==> config.mk <==
export PLATFORM = sky130hd
export DESIGN_NAME = l2c_miss_ctrl
export DESIGN_NICKNAME = d
export VERILOG_FILES = /design/src/rtl/l2c_miss_ctrl.sv
export SDC_FILE = /design/constraint.sdc
export NUM_CORES = 1
export LEC_CHECK = 0
export ABC_AREA = 1
export CAP_MARGIN = 20
export CORE_MARGIN = 3
export CORE_UTILIZATION = 30
export DETAILED_ROUTE_END_ITERATION = 6
export GPL_TIMING_DRIVEN = 0
export SLEW_MARGIN = 20
export SYNTH_ARGS = -nofsm -noshare
export SYNTH_HDL_FRONTEND = slang
export SYNTH_SLANG_ARGS = --single-unit
==> constraint.sdc <==
create_clock -name clk_l2 -period 1.2 [get_ports clk_l2]
set_clock_uncertainty 0.05 [all_clocks]
set_input_delay 0.18 -clock clk_l2 [delete_from_list [all_inputs] [get_ports clk_l2]]
set_output_delay 0.18 -clock clk_l2 [all_outputs]
set_load 0.01 [all_outputs]
==> src/rtl/l2c_miss_ctrl.sv <==
// l2c_miss_ctrl
// L2 miss/refill controller shared by NUM_CH L1 requesters. L2 hits are
// answered with a one-cycle update pulse straight from IDLE. Misses walk
// through the L1 replace handshake, an optional dirty writeback, an optional
// write-buffer hazard wait and finally the memory refill.
//
// Handshake semantics used on every request/response pair of this block:
//   - ch_replace_req, mem_dirty_req and mem_replace_req are levels that stay
//     high for as long as the FSM sits in the owning state.
//   - ch_ack qualifies ch_replace_req; mem_dirty_done and mem_replace_done
//     are single-cycle pulses that qualify their request. A response seen
//     while its request is low is ignored. The transfer completes on the
//     rising clock edge where request and response are both high.
//   - ch_req is a level held by the L1 until it sees ch_update_ena; a channel
//     is never granted in the cycle its own update pulse is high.
module l2c_miss_ctrl #(
    parameter int                NUM_CH        = 2,
    parameter logic [NUM_CH-1:0] WB_CHECK_MASK = 2'b10,
    parameter int                ACK_TIMEOUT   = 64,
    localparam int               CW            = (NUM_CH > 1) ? $clog2(NUM_CH) : 1
) (
    input  logic              clk_l2,
    input  logic              rst,
    input  logic [NUM_CH-1:0] ch_req,
    input  logic [NUM_CH-1:0] ch_miss,
    input  logic [NUM_CH-1:0] ch_dirty,
    input  logic [NUM_CH-1:0] ch_ack,
    input  logic              wb_read_tag_hit,
    input  logic              mem_dirty_done,
    input  logic              mem_replace_done,
    output logic [NUM_CH-1:0] ch_update_ena,
    output logic [NUM_CH-1:0] ch_replace_req,
    output logic              mem_dirty_req,
    output logic              mem_replace_req,
    output logic              data_addr_sel,
    output logic [CW-1:0]     mem_ch_sel,
    output logic              busy,
    output logic              ack_timeout_err,
    output logic [2:0]        dbg_state
);

    // Wider by one bit so the rotating scan can add an offset before wrapping.
    localparam int CW1 = CW + 1;

    // The ACK counter only has to reach ACK_TIMEOUT-1.
    localparam int            TW      = (ACK_TIMEOUT > 1) ? $clog2(ACK_TIMEOUT) : 1;
    localparam logic [TW-1:0] TO_LAST = TW'((ACK_TIMEOUT > 0) ? (ACK_TIMEOUT - 1) : 0);
    localparam logic          TO_EN   = (ACK_TIMEOUT > 0);

    // FSM encoding.
    localparam logic [2:0] S_IDLE      = 3'd0;
    localparam logic [2:0] S_WAIT_ACK  = 3'd1;
    localparam logic [2:0] S_REPLACE   = 3'd2;
    localparam logic [2:0] S_M_DIRTY   = 3'd3;
    localparam logic [2:0] S_WAIT_WB   = 3'd4;
    localparam logic [2:0] S_M_REPLACE = 3'd5;

    logic [2:0]        state_q, state_d;
    logic [CW-1:0]     gnt_q, gnt_d;       // channel owning the current miss
    logic [CW-1:0]     ptr_q, ptr_d;       // round-robin start index
    logic [TW-1:0]     cnt_q, cnt_d;       // cycles spent in WAIT_ACK
    logic              err_q, err_d;       // sticky ACK timeout flag
    logic [NUM_CH-1:0] upd_q, upd_d;       // registered update pulse

    logic [NUM_CH-1:0] eligible;
    logic              arb_found;
    logic [CW-1:0]     arb_idx;
    logic [CW1-1:0]    cand_sum;
    logic [NUM_CH-1:0] arb_oh;
    logic [NUM_CH-1:0] gnt_oh;
    logic              ack_hit;
    logic              wb_hold;

    // A channel whose update pulse is high this cycle has just been served.
    assign eligible = ch_req & ~upd_q;

    // Round-robin scan: first eligible channel at or above ptr_q, wrapping.
    always_comb begin
        arb_found = 1'b0;
        arb_idx   = '0;
        cand_sum  = '0;
        for (int i = 0; i < NUM_CH; i++) begin
            cand_sum = {1'b0, ptr_q} + CW1'(i);
            if (cand_sum >= CW1'(NUM_CH)) begin
                cand_sum = cand_sum - CW1'(NUM_CH);
            end
            if (!arb_found && eligible[cand_sum[CW-1:0]]) begin
                arb_found = 1'b1;
                arb_idx   = cand_sum[CW-1:0];
            end
        end
    end

    // One-hot decodes of the scan result and of the latched grant.
    always_comb begin
        arb_oh = '0;
        gnt_oh = '0;
        for (int i = 0; i < NUM_CH; i++) begin
            arb_oh[i] = (arb_idx == CW'(i));
            gnt_oh[i] = (gnt_q == CW'(i));
        end
    end

    // Only the owning channel's acknowledge counts.
    assign ack_hit = |(ch_ack & gnt_oh);

    // Refill must wait while the write buffer still holds this address.
    assign wb_hold = WB_CHECK_MASK[gnt_q] & wb_read_tag_hit;

    // Next-state logic for the miss sequence and the IDLE hit path.
    always_comb begin
        state_d = state_q;
        gnt_d   = gnt_q;
        ptr_d   = ptr_q;
        cnt_d   = cnt_q;
        err_d   = err_q;
        upd_d   = '0;
        case (state_q)
            S_IDLE: begin
                if (arb_found) begin
                    ptr_d = (arb_idx == CW'(NUM_CH - 1)) ? '0 : (arb_idx + 1'b1);
                    if (ch_miss[arb_idx]) begin
                        // mem_ch_sel only follows misses, so it holds in IDLE.
                        gnt_d   = arb_idx;
                        cnt_d   = '0;
                        state_d = S_WAIT_ACK;
                    end else begin
                        upd_d = arb_oh;
                    end
                end
            end
            S_WAIT_ACK: begin
                cnt_d = cnt_q + 1'b1;
                if (ack_hit) begin
                    state_d = S_REPLACE;
                end else if (TO_EN && (cnt_q == TO_LAST)) begin
                    // Give up on the L1 and carry on; the flag records it.
                    err_d   = 1'b1;
                    state_d = S_REPLACE;
                end
            end
            S_REPLACE: begin
                if (ch_dirty[gnt_q]) begin
                    state_d = S_M_DIRTY;
                end else if (wb_hold) begin
                    state_d = S_WAIT_WB;
                end else begin
                    state_d = S_M_REPLACE;
                end
            end
            S_M_DIRTY: begin
                if (mem_dirty_done) begin
                    state_d = wb_hold ? S_WAIT_WB : S_M_REPLACE;
                end
            end
            S_WAIT_WB: begin
                if (!wb_read_tag_hit) begin
                    state_d = S_M_REPLACE;
                end
            end
            S_M_REPLACE: begin
                if (mem_replace_done) begin
                    state_d = S_IDLE;
                    upd_d   = gnt_oh;
                end
            end
            default: begin
                state_d = S_IDLE;
            end
        endcase
    end

    // State registers; reset abandons any transaction without a pulse.
    always_ff @(posedge clk_l2) begin
        if (rst) begin
            state_q <= S_IDLE;
            gnt_q   <= '0;
            ptr_q   <= '0;
            cnt_q   <= '0;
            err_q   <= 1'b0;
            upd_q   <= '0;
        end else begin
            state_q <= state_d;
            gnt_q   <= gnt_d;
            ptr_q   <= ptr_d;
            cnt_q   <= cnt_d;
            err_q   <= err_d;
            upd_q   <= upd_d;
        end
    end

    // Outputs decode only registered state and the grant register.
    assign ch_update_ena   = upd_q;
    assign ch_replace_req  = (state_q == S_WAIT_ACK) ? gnt_oh : '0;
    assign mem_dirty_req   = (state_q == S_M_DIRTY);
    assign data_addr_sel   = (state_q == S_M_DIRTY);
    assign mem_replace_req = (state_q == S_M_REPLACE);
    assign mem_ch_sel      = gnt_q;
    assign busy            = (state_q != S_IDLE);
    assign ack_timeout_err = err_q;
    assign dbg_state       = state_q;

endmodule
==> results.py, run 1 <==
metrics = {
    "outcome": {
        "status": "finished, violations left",
        "violations": "setup timing",
    },
    "synthesis": {
        "synth-seq-cells": 14,
        "synth_compound_gate_area_share_pct": 15.7,
        "combinational_family_with_the_most_area_after_synthesis": "simple AND/OR/NAND/NOR gates",
        "synthSimpleGateAreaFrac_pct": 41.1,
        "yosysTopAreaCellShare_pct": 32.3,
        "synth.yosys.warnings": 0,
        "synth_fa_ha_area_share_pct": 1.44,
        "synthesis.instances": 129,
        "syn_area_um2": 868,
        "postSynthNetCount": 143,
        "syn_avg_cell_area_um2": 6.73,
        "synth-seq-area-share_pct": 32.3,
        "muxShareOfSynthArea_pct": 0,
        "yosys.area_share.xor_xnor_pct": 0,
        "post_synth_main_area_contributors": "dfxtp_1, nand2_1, nand3_1, inv_1, nor2_1",
        "synth.lib_cells_used.distinct": 30,
        "synthDominantAreaCellType": "dfxtp_1",
    },
    "floorplan": {
        "number_of_top_level_pins": 26,
        "initial_utilization_pct": 33.2,
        "die_width_um": 59.8,
        "die_area_um2": 3580,
        "placement_rows": 18,
        "design.core.area_um2": 2610,
        "floorplan.die.height_um": 59.8,
    },
    "layout": {
        "antenna-diode-count": 0,
        "final_core_util_pct": 55.7,
        "drive_above_1_share_pct": 42.2,
        "layout.nets": 188,
        "layout-area-overhead-vs-synth_pct": 67.7,
    },
    "global_routing": {
        "track_usage_pct": 14.9,
        "largest_net_degree_at_the_start_of_global_routing": 9,
        "initial_antenna_violation_count": 0,
        "grt_pass1_wl_um": 4080,
        "first_global_vias": 948,
        "grt_remaining_overflow": 0,
    },
    "min_path": {
        "holdCritStartpoint": "ack_timeout_err$_SDFFE_PP0P_",
        "min_path_cells": 1,
        "min-delay-path-class": "flop to flop",
    },
    "sta": {
        "timing.final.max_slew_violations": 0,
        "layout_setup_ws_ns": -0.256,
        "achievable-frequency_ghz": 0.687,
        "post-route-period-util_pct": 121,
        "final.setup.tns_ns": -3.29,
        "timing.hold.ws_ns": 0.403,
        "unrepaired_setup_endpoints_after_global_routing": "true",
        "finalWorstPathRequiredPeriod_ns": 1.46,
        "final-setup-viol-count": 21,
        "final-hold-violation-count": 0,
        "worst_slew_margin_rel_pct": 78.0,
        "tightestPinTransition_ns": 0.329,
    },
    "cts": {
        "clk_root_buffer_cell": "clkbuf_4",
        "numClockSinks": 14,
        "tritoncts.num_buffers": 3,
        "clk_latency_ns": 0.28,
        "ctsLongestPathBuffers": 2,
        "cts_tree": "yes",
        "clkSlewWorstSetupHoldPaths_ns": 0.10,
        "htreeDepth": 1,
    },
    "power": {
        "vdd_ir_max_mv": 1.19,
        "power.density_cell_area_nw_per_um2": 1910,
        "power_leakage_uw": 0.000641,
        "power.total_uw": 2780,
    },
    "place": {
        "half_perimeter_wire_length_after_placement_um": 1700,
        "place_congestion": 0.904,
        "number_of_buffer_cells_added_on_primary_ports": 25,
    },
    "setup_path": {
        "start_kind": "flop",
        "setup.worst_path.class": "flop to primary output",
        "cp.required_ns": 0.97,
        "worstReg2RegEnd": "cnt_q[2]$_SDFFE_PP0P_",
        "path_max_fanout": 3,
        "reg2reg_depth": 8,
        "setup.worst_path.end_class": "primary output",
        "startpoint": "dbg_state[0]$_SDFFE_PP0P_",
        "crit_path_to": "mem_replace_req",
        "worst_ep_arrival_time_ns": 1.23,
        "worst_reg2reg_path_startpoint": "dbg_state[0]$_SDFFE_PP0P_",
        "ff2ff_setup_slack_ns": -0.21,
    },
    "detailed_routing": {
        "drt.antenna.violating_nets": 0,
        "num_vias": 995,
        "drcViolationCount": 0,
        "post_drt_wl_per_cell_um": 12.2,
        "first_iter_violations": 26,
        "drt_wl_total_um": 2480,
        "dr.pass1.iters": 4,
        "viasPerCell": 4.90,
    },
    "job": {
        "timing.max_cap.violations": 0,
    },
}
[report_power, final]
part / switching (uW) / total, uW / internal [uW]
sequential: 104 / 689 / 585
clock: 173 / 358 / 185
combinational: 932 / 1730 / 801
[registers in the layout, indices dropped and copies added (netlist names)]
register         count
cnt_q                6
dbg_state            3
ch_update_ena        2
ack_timeout_err      1
mem_ch_sel           1
ptr_q                1
[metrics by stage]
stage | std cells | setup slack (ns) | cell area, um2
floorplan | 129 | -0.0499 | 897
detailed placement | 184 | -0.605 | 1180
global placement | 184 | -0.609 | 1180
CTS | 199 | -0.275 | 1360
finish | 203 | -0.256 | 1460
global route | 203 | -0.351 | 1460
[what timing repair did]
item	in CTS	in global routing
gates resized for setup	63	14
pin swaps	7	9
endpoints found under the setup margin	26	23
setup buffers	12	5
hold buffers	0	0
[cell families (layout without fill, tap and decap cells)]
family,after synthesis,count (layout)
simple gates,70,70
buf+inv,21,65
flops,14,14
compound gates,23,23
fa+ha+maj,1,1
[cell type report]
| class | instances | area [um2] |
|---|---|---|
| tap | 30 | 37.5 |
| timing repair buffer | 40 | 353 |
| buffer | 1 | 7.51 |
| clock buffer | 4 | 36.3 |
| fill | 248 | 1160 |
| inverter | 20 | 80.1 |
| multi-input combinational | 94 | 644 |
| sequential | 14 | 298 |
[cell usage after synthesis (all sizes together)]
library cell and count:
nand2 26, dfxtp 14, nand3 15, nand3b 2, inv 20, nor2 21
or2 1, a21boi 1, o21ai 7, o21bai 1, nor3 2, ha 1
nor3b 1, o21a 1, a21oi 10, nand4 1, o211ai 2, buf 1
a31oi 1, and2 1
[cell usage in the layout, fill, tap and decap left out, drive strengths merged, types with 2 or more instances in the layout]
cell type	instances
clkdlybuf4s50	12
nor2	21
nor3	2
buf	23
o21ai	7
dfxtp	14
dlygate4sd2	5
o211ai	2
clkbuf	4
a21oi	10
nand3	15
nand2	26
nand3b	2
inv	20
[critical path: stages (launching register included)]
cell and delay, ns:
dfxtp_4 0.37, inv_4 0.04, nor2_4 0.09, inv_2 0.06
nor2_2 0.13, clkdlybuf4s15_2 0.24
[how the worst min path moves through the flow]
| stage | to |
|---|---|
| floorplan | cnt_q[1]$_SDFFE_PP0P_ |
| global route | ack_timeout_err$_SDFFE_PP0P_ |
| CTS | cnt_q[0]$_SDFFE_PP0P_ |
| finish | ack_timeout_err$_SDFFE_PP0P_ |
| detailed placement | ack_timeout_err$_SDFFE_PP0P_ |
| global placement | ack_timeout_err$_SDFFE_PP0P_ |
[layer usage]
layer	track usage [%]	vias to the layer above	share of wire, %
li1	-	512	-
met1	17.8	458	41
met2	26.4	25	52
met3	4.10	0	6.9
met4	3.48	0	0
met5	0	-	0
(Power assumes the default switching activity.)
==> inputs of run 2 (changes only) <==
--- a/config.mk
+++ b/config.mk
@@ -7,10 +7,14 @@
 export LEC_CHECK = 0
 export ABC_AREA = 1
 export CAP_MARGIN = 20
+export CELL_PAD_IN_SITES_DETAIL_PLACEMENT = 2
+export CELL_PAD_IN_SITES_GLOBAL_PLACEMENT = 2
 export CORE_MARGIN = 3
-export CORE_UTILIZATION = 30
+export CORE_UTILIZATION = 21
 export DETAILED_ROUTE_END_ITERATION = 6
 export GPL_TIMING_DRIVEN = 0
+export HOLD_SLACK_MARGIN = 0.03
+export PLACE_DENSITY_LB_ADDON = 0.1
 export SLEW_MARGIN = 20
 export SYNTH_ARGS = -nofsm -noshare
 export SYNTH_HDL_FRONTEND = slang
==> run 2 against run 1 <==
Design area rose by 1.7%. Sequential share of layout area fell by 0.18 points. Clock-buffer cell count did not move. Global-route usage fell by 1.4 points. Clock power rose by 18%. The run still ends with setup timing left. Register-to-register slack got worse by 0.05 ns. Highest routed layer is now met4. Final cell count rose by 8.4%.
==> results.py, run 2 (synthesis results as in run 1) <==
metrics = {
    "outcome": {
        "status": "finished, violations left",
        "violations": "setup timing",
    },
    "floorplan": {
        "number_of_top_level_pins": 26,
        "floorplan.die.height_um": 70.3,
        "die_width_um": 70.3,
        "initial_utilization_pct": 22.7,
        "design.core.area_um2": 3830,
        "die_area_um2": 4940,
        "placement_rows": 22,
    },
    "sta": {
        "final.setup.tns_ns": -3.71,
        "worst_slew_margin_rel_pct": 80.1,
        "unrepaired_setup_endpoints_after_global_routing": "true",
        "timing.final.max_slew_violations": 0,
        "layout_setup_ws_ns": -0.280,
        "final-hold-violation-count": 0,
        "final-setup-viol-count": 19,
        "achievable-frequency_ghz": 0.676,
        "tightestPinTransition_ns": 0.298,
        "finalWorstPathRequiredPeriod_ns": 1.48,
        "post-route-period-util_pct": 123,
    },
    "layout": {
        "layout.nets": 187,
        "total_area_of_sequential_cells_um2": 300,
        "layout_common_cells": "nand2_1, inv_1, nor2_1, buf_4, clkdlybuf4s50_1",
        "final_area_um2": 1480,
        "fillers": 443,
        "antenna-diode-count": 0,
        "flip_flop_count_of_the_largest_register_all_copies_and_words_added": 6,
        "multi_input_area_um2": 647,
        "largest_register": "cnt_q",
        "most_common_library_cell_in_the_layout_ignoring_fill_and_taps": "nand2_1",
        "layout-area-overhead-vs-synth_pct": 70.6,
        "drive_above_1_share_pct": 41.9,
    },
    "place": {
        "place_congestion": 0.747,
        "half_perimeter_wire_length_after_placement_um": 2200,
        "number_of_buffer_cells_added_on_primary_ports": 25,
        "post_dp_cell_area_um2": 1210,
    },
    "job": {
        "timing.max_cap.violations": 0,
    },
    "detailed_routing": {
        "viasPerCell": 4.63,
        "post_drt_wl_per_cell_um": 14.5,
        "num_vias": 1019,
        "drt_wl_total_um": 3190,
        "dr.pass1.iters": 2,
        "first_iter_violations": 42,
        "drt.antenna.violating_nets": 0,
        "drcViolationCount": 0,
    },
    "global_routing": {
        "track_usage_pct": 13.6,
        "first_global_vias": 1116,
        "grt_pass1_wl_um": 5350,
        "initial_antenna_violation_count": 0,
        "grt_remaining_overflow": 0,
        "largest_net_degree_at_the_start_of_global_routing": 9,
    },
    "power": {
        "power.density_cell_area_nw_per_um2": 1960,
        "comb_power_share_pct": 61.1,
        "p_int_uw": 1610,
        "clock_power_share_pct": 14.5,
        "sequentialPowerShare_pct": 24.4,
        "proportion_of_total_power_due_to_net_switching_pct": 44.6,
        "vdd_ir_max_mv": 0.732,
        "switchingPower_uw": 1300,
        "power_leakage_uw": 0.000641,
    },
    "cts": {
        "ctsLongestPathBuffers": 2,
        "clk_root_buffer_cell": "clkbuf_8",
        "ctsHoldBuffers": 0,
        "numClockSinks": 14,
        "tritoncts.num_buffers": 3,
        "htreeDepth": 1,
        "clkSlewWorstSetupHoldPaths_ns": 0.07,
        "clk_latency_ns": 0.26,
        "cts_tree": "yes",
    },
    "setup_path": {
        "startpoint": "dbg_state[0]$_SDFFE_PP0P_",
        "reg2reg_depth": 9,
        "worst_reg2reg_path_startpoint": "dbg_state[0]$_SDFFE_PP0P_",
        "worstReg2RegEnd": "cnt_q[2]$_SDFFE_PP0P_",
        "crit_path_to": "ch_replace_req[0]",
        "start_kind": "flop",
        "setup.worst_path.end_class": "primary output",
        "ff2ff_setup_slack_ns": -0.26,
        "cp.required_ns": 0.97,
        "path_max_fanout": 4,
        "worst_ep_arrival_time_ns": 1.25,
        "setup.worst_path.class": "flop to primary output",
    },
    "min_path": {
        "min-delay-path-class": "flop to flop",
    },
}
-- run 2: routing by layer --
| layer | vias to the layer above | GRT usage (%) | wire (um) |
|---|---|---|---|
| met3 | 5 | 3.31 | 106 |
| met1 | 492 | 15.9 | 1360 |
| li1 | 507 | - | - |
| met2 | 15 | 24.2 | 1680 |
| met4 | 0 | 3.83 | 48 |
| met5 | - | 0 | 0 |
-- run 2: metrics by stage --
step	total power [uW]	util (%)	std cells	hold WS [ns]	setup slack, ns
5_1_grt	3160	38.7	220	0.442	-0.371
3_5_place_dp	1980	31.6	202	0.409	-0.697
4_1_cts	2830	37.2	218	0.414	-0.281
3_3_place_gp	1970	31.6	202	0.401	-0.666
2_1_floorplan	1490	-	129	0.199	-0.0499
6_report	2910	38.7	220	0.400	-0.280
-- run 2: worst min path at each step --
stage | startpoint | to | slack, ns | cells past startpoint
floorplan | rst | cnt_q[1]$_SDFFE_PP0P_ | 0.20 | 1
global placement | ack_timeout_err$_SDFFE_PP0P_ | ack_timeout_err$_SDFFE_PP0P_ | 0.40 | 1
detailed placement | ack_timeout_err$_SDFFE_PP0P_ | ack_timeout_err$_SDFFE_PP0P_ | 0.41 | 1
CTS | cnt_q[0]$_SDFFE_PP0P_ | cnt_q[0]$_SDFFE_PP0P_ | 0.41 | 1
global route | ack_timeout_err$_SDFFE_PP0P_ | ack_timeout_err$_SDFFE_PP0P_ | 0.44 | 1
finish | ack_timeout_err$_SDFFE_PP0P_ | ack_timeout_err$_SDFFE_PP0P_ | 0.40 | 1
-- run 2: worst max-delay path, stage by stage (launching register included) --
cell	delay, ns
dfxtp_4	0.37
inv_6	0.03
nor2_4	0.10
inv_2	0.07
nor2_4	0.13
inv_4	0.07
nor2_2	0.09
buf_2	0.13
-- run 2: cell type report --
cell class,instances,share of cell area (%)
inverter,20,5.57
sequential,14,20.3
tap,48,4.05
timing repair buffer,39,22.9
multi-input combinational,94,43.7
clock buffer,4,3.04
buffer,1,0.507
-- run 2: timing repair --
item | 4_1_cts | 5_1_grt
buffers inserted | 12 | 2
resized for setup | 61 | 13
endpoints found under the setup margin | 26 | 21
pin swaps | 11 | 5
endpoints found under the hold margin | 0 | 0
-- run 2: power groups by stage --
stage | sequential, uW | clock (uW) | combinational (uW)
after global placement | 713 | 0 | 1250
after detailed placement | 719 | 0 | 1260
after floorplan | 707 | 0 | 788
after CTS | 698 | 439 | 1690
after global routing | 732 | 470 | 1950
final | 710 | 421 | 1770
==> patch 1, RTL diff (config.mk and constraints of run 1) <==
`ACK_TIMEOUT`: 64 -> 32.
--- a/src/rtl/l2c_miss_ctrl.sv
+++ b/src/rtl/l2c_miss_ctrl.sv
@@ -18,3 +18,3 @@
     parameter logic [NUM_CH-1:0] WB_CHECK_MASK = 2'b10,
-    parameter int                ACK_TIMEOUT   = 64,
+    parameter int                ACK_TIMEOUT   = 32,
     localparam int               CW            = (NUM_CH > 1) ? $clog2(NUM_CH) : 1
Function: same outputs for any inputs over 10 cycles, from zero or initial values and one cycle with rst high; that may be too few to reach the edited logic, so the function may still have changed.
==> patch 1 against run 1 <==
The flow still finishes with violations (negative setup slack); fmax increased by 0.98%; sequential share of layout area is 1.9 points lower; power grew 25%; sequential cell count fell by 1; cell area is 5.2% higher; synthesized cell count decreased by 4.7%; setup slack gained 0.014 ns; wire length up 5.0%; worst hold slack worse by 0.32 ns; critical path depth is 2 higher; synthesized area shrank 4.5%; global-route usage grew 1.3 points; via count rose by 2.3%.
==> patch 1: results (changes against run 1) <==
STA
  – Final worst slack: -0.242 ns (+0.0141 ns)
  – Final setup viols: 19 (-9.5%)
  – Slew HR: 78.6% (+0.52 points)

Synth
  – Synth top cells by count: 20 x nand2_1, 15 x nor2_1, 14 x inv_1
  – Yosys cell types: 25 (-17%)
  – Synth area leaders: dfxtp_1 31%, nand2_1 9.0%, nand3_1 7.2%
  – Mapped Cells: 123 (-4.7%)
  – Syn Nets: 138 (-3.5%)
  – Sequential fraction of the synthesis area: 31.4% (-0.90 points)

Place
  – Detail Placement HPWL: 1600 um (-6.1%)
  – Post-DP Area: 1160 sq um (-1.9%)
  – Pre-CTS WS: -0.646 ns (-0.0406 ns)
  – Placed cells: 177 (-3.8%)
  – GP Congestion: 0.763 (-16%)
  – Input/output buffers: 24 (-4.0%)

Run status
  – Status: complete, but fails checks
  – Failing checks: negative setup slack

Power and ir drop
  – VDD IR max: 1.44 mV (+21%)
  – P_leak: 0.692 nW (+7.9%)
  – Sw Pwr: 0.00160 W (+32%)
  – Clk power: 0.000284 W (-21%)
  – Power share of the sequential group: 19.8% (-5.0 points)
  – Overall Power: 0.00347 W (+25%)

Final layout
  – Multi-input gate area: 662 sq um (+2.7%)
  – Multi-input gates: 88 (-6.4%)
  – FILL cells: 237 (-4.4%)
  – Register fraction of the total cell area: 18.5% (-1.9 points)
  – Clock network share of area: 1.71% (-0.78 points)
  – Non-clock buffers: 49 (+20%)
  – Share of layout cells above drive strength 1: 53.4% (+11 points)
  – Non-filler cells, final: 204 (+0.49%)
  – Final nets: 190 (+1.1%)
  – Final Util: 60.2% (+4.5 points)

Global route
  – Vias in the first global route: 1015 (+7.1%)
  – Total GRT Usage: 16.3% (+1.3 points)
  – Initial antenna violation count: 0 (unchanged)
  – Largest net degree at the start of global routing: 10 (+1)
  – First-pass GRT wire length: 4310 um (+5.6%)

Setup path
  – Arr. time, crit path: 1.21 ns (-0.02 ns)

Worst hold path
  – Hold WC Path Type: in2reg

Detailed routing
  – Wire per inst: 12.8 um (+4.5%)
  – DR vias/cell: 4.99 (+1.8%)
  – 1st-iter DRT viols: 18 (-31%)

Clock tree
  – Postcts setup bufs: 19 (+7)
  – Clock-pin slew on the worst setup and hold paths: 0.08 ns (-0.02 ns)
  – # resized after CTS: 71 (+13%)
  – # clock sinks: 13 (-1)
patch 1: changes by cell type after synthesis, moves of 2 or more:
cell     before  now
inv_2         4    6
inv_1        16   14
nand2_2       1    5
a21oi_1       9   11
o21ai_1       2    0
nand2_1      23   20
patch 1: cell families (layout without fill, tap and decap cells):
group,Yosys count,in the layout,share of synthesized area (%)
AO/OA/AOI/OAI,21,21,14.0
AND/OR/NAND/NOR,65,65,40.7
adder cells (fa/ha/maj),2,2,3.02
buffers and inverters,22,73,10.9
flip-flops,13,13,31.4
patch 1: worst paths after layout:
path / start / endpoint / slack [ns] / cells past startpoint
max: dbg_state[0] / ch_replace_req[0] / -0.24 / 7
max reg2reg: cnt_q[0] / dbg_state[1] / -0.24 / 8
min: rst / cnt_q[1] / 0.08 / 2
min reg2reg: ptr_q / ptr_q / 0.44 / 2
patch 1: per-layer routing:
layer	vias to the layer above	wire [um]	GRT usage, %
met2	29	1310	26.8
met1	484	1110	20.0
met5	-	0	0
li1	501	-	-
met3	4	152	3.29
met4	0	34	8.41
==> patch 2, RTL diff (settings of run 1) <==
Made on the original files. Make the reset (`rst`) asynchronous in one clocked block.
--- a/src/rtl/l2c_miss_ctrl.sv
+++ b/src/rtl/l2c_miss_ctrl.sv
@@ -173,3 +173,3 @@
     // State registers; reset abandons any transaction without a pulse.
-    always_ff @(posedge clk_l2) begin
+    always_ff @(posedge clk_l2 or posedge rst) begin
         if (rst) begin
Formal check against the unedited RTL: differs if rst is asserted again (counterexample within 4 cycles, from zero or initial values and one cycle with rst high); with rst held inactive, the same outputs for 10 cycles.
==> patch 2 against run 1 <==
The run still ends with negative setup slack left; sequential cell count unchanged; worst hold slack worse by 0.21 ns; wire length rose by 8.4%; critical endpoint is now ch_replace_req[0]; power increased by 38%; setup slack got worse by 0.058 ns; cell area grew 13%; synthesized area grew 3.3%; synthesized cell count down 5.4%; largest power group unchanged.
==> patch 2: results (changes against run 1) <==
Setup path
  – Max stage delay on crit path: 0.46 ns (+0.09 ns)
  – R2R depth: 7 (-1)

STA
  – Final worst slack: -0.315 ns (-0.0584 ns)
  – TNS Setup: -4.15 ns (-0.854 ns)
  – Final setup viols: 22 (+4.8%)
  – Slew @ Worst Pin: 0.561 ns (+0.232 ns)

Place
  – GP Congestion: 0.809 (-11%)
  – Pre-CTS WS: -0.616 ns (-0.0102 ns)
  – Detail Placement HPWL: 1680 um (-1.2%)
  – Placed cells: 178 (-3.3%)
  – Post-DP Area: 1240 sq um (+4.4%)

Final layout
  – Multi-input gates: 85 (-9.6%)
  – Final nets: 196 (+4.3%)
  – Post-route cell area: 1650 sq um (+13%)
  – Reg area: 355 sq um (+19%)
  – FILL cells: 260 (+4.8%)
  – Sequential cell count: 14 (unchanged)
  – Layout area overhead: 83.5%
  – Final non-clock buffer share: 32.5% (+7.8 points)
  – Non-clock buffers: 56 (+37%)

Global route
  – Met3 Usage GRT: 4.04% (-0.061 points)
  – GRT met1 Usage: 18.5% (+0.76 points)
  – Vias in the first global route: 956 (+0.84%)

Detailed routing
  – 1st-iter DRT viols: 32 (+23%)
  – Met2 routed WL: 1420 um (+11%)
  – Routed wire length: 2690 um (+8.4%)
  – DR vias/cell: 4.69 (-4.2%)

Synth
  – Syn avg cell area: 7.35 sq um (+9.2%)
  – Syn Nets: 136 (-4.9%)
  – Synth top area share: 39.1% (+6.8 points)
  – Adder-Cell Fraction of Synth Area: 1.39% (-0.046 points)

Clock tree
  – # resized after CTS: 71 (+13%)

Run status
  – Status: complete, but fails checks
  – Failing checks: negative setup slack
-- patch 2: changes by cell type after synthesis, moves of 3 or more --
cell	before	now
a21oi_1	9	1
nor2_1	16	7
nand2_1	23	34
dfxtp_1	14	0
dfrtp_1	0	14
nand2_2	1	4
-- patch 2: worst paths after layout --
| check | startpoint | endpoint | slack [ns] |
|---|---|---|---|
| min reg2reg | ptr_q | ptr_q | 0.45 |
| max | dbg_state[2] | ch_replace_req[0] | -0.31 |
| min | rst | cnt_q[4] | 0.19 |
| min in group clk_l2 | ptr_q | ptr_q | 0.45 |
| max in group asynchronous | rst | mem_ch_sel | 0.51 |
| max reg2reg | dbg_state[2] | cnt_q[5] | -0.22 |
-- patch 2: report_power, final --
group	switching (W)	internal, W	leakage, nW
logic	0.00132	0.00137	0.633
registers	0.000143	0.000651	0.179
clock network	0.000165	0.000185	0.0210
total	0.00163	0.00220	0.833
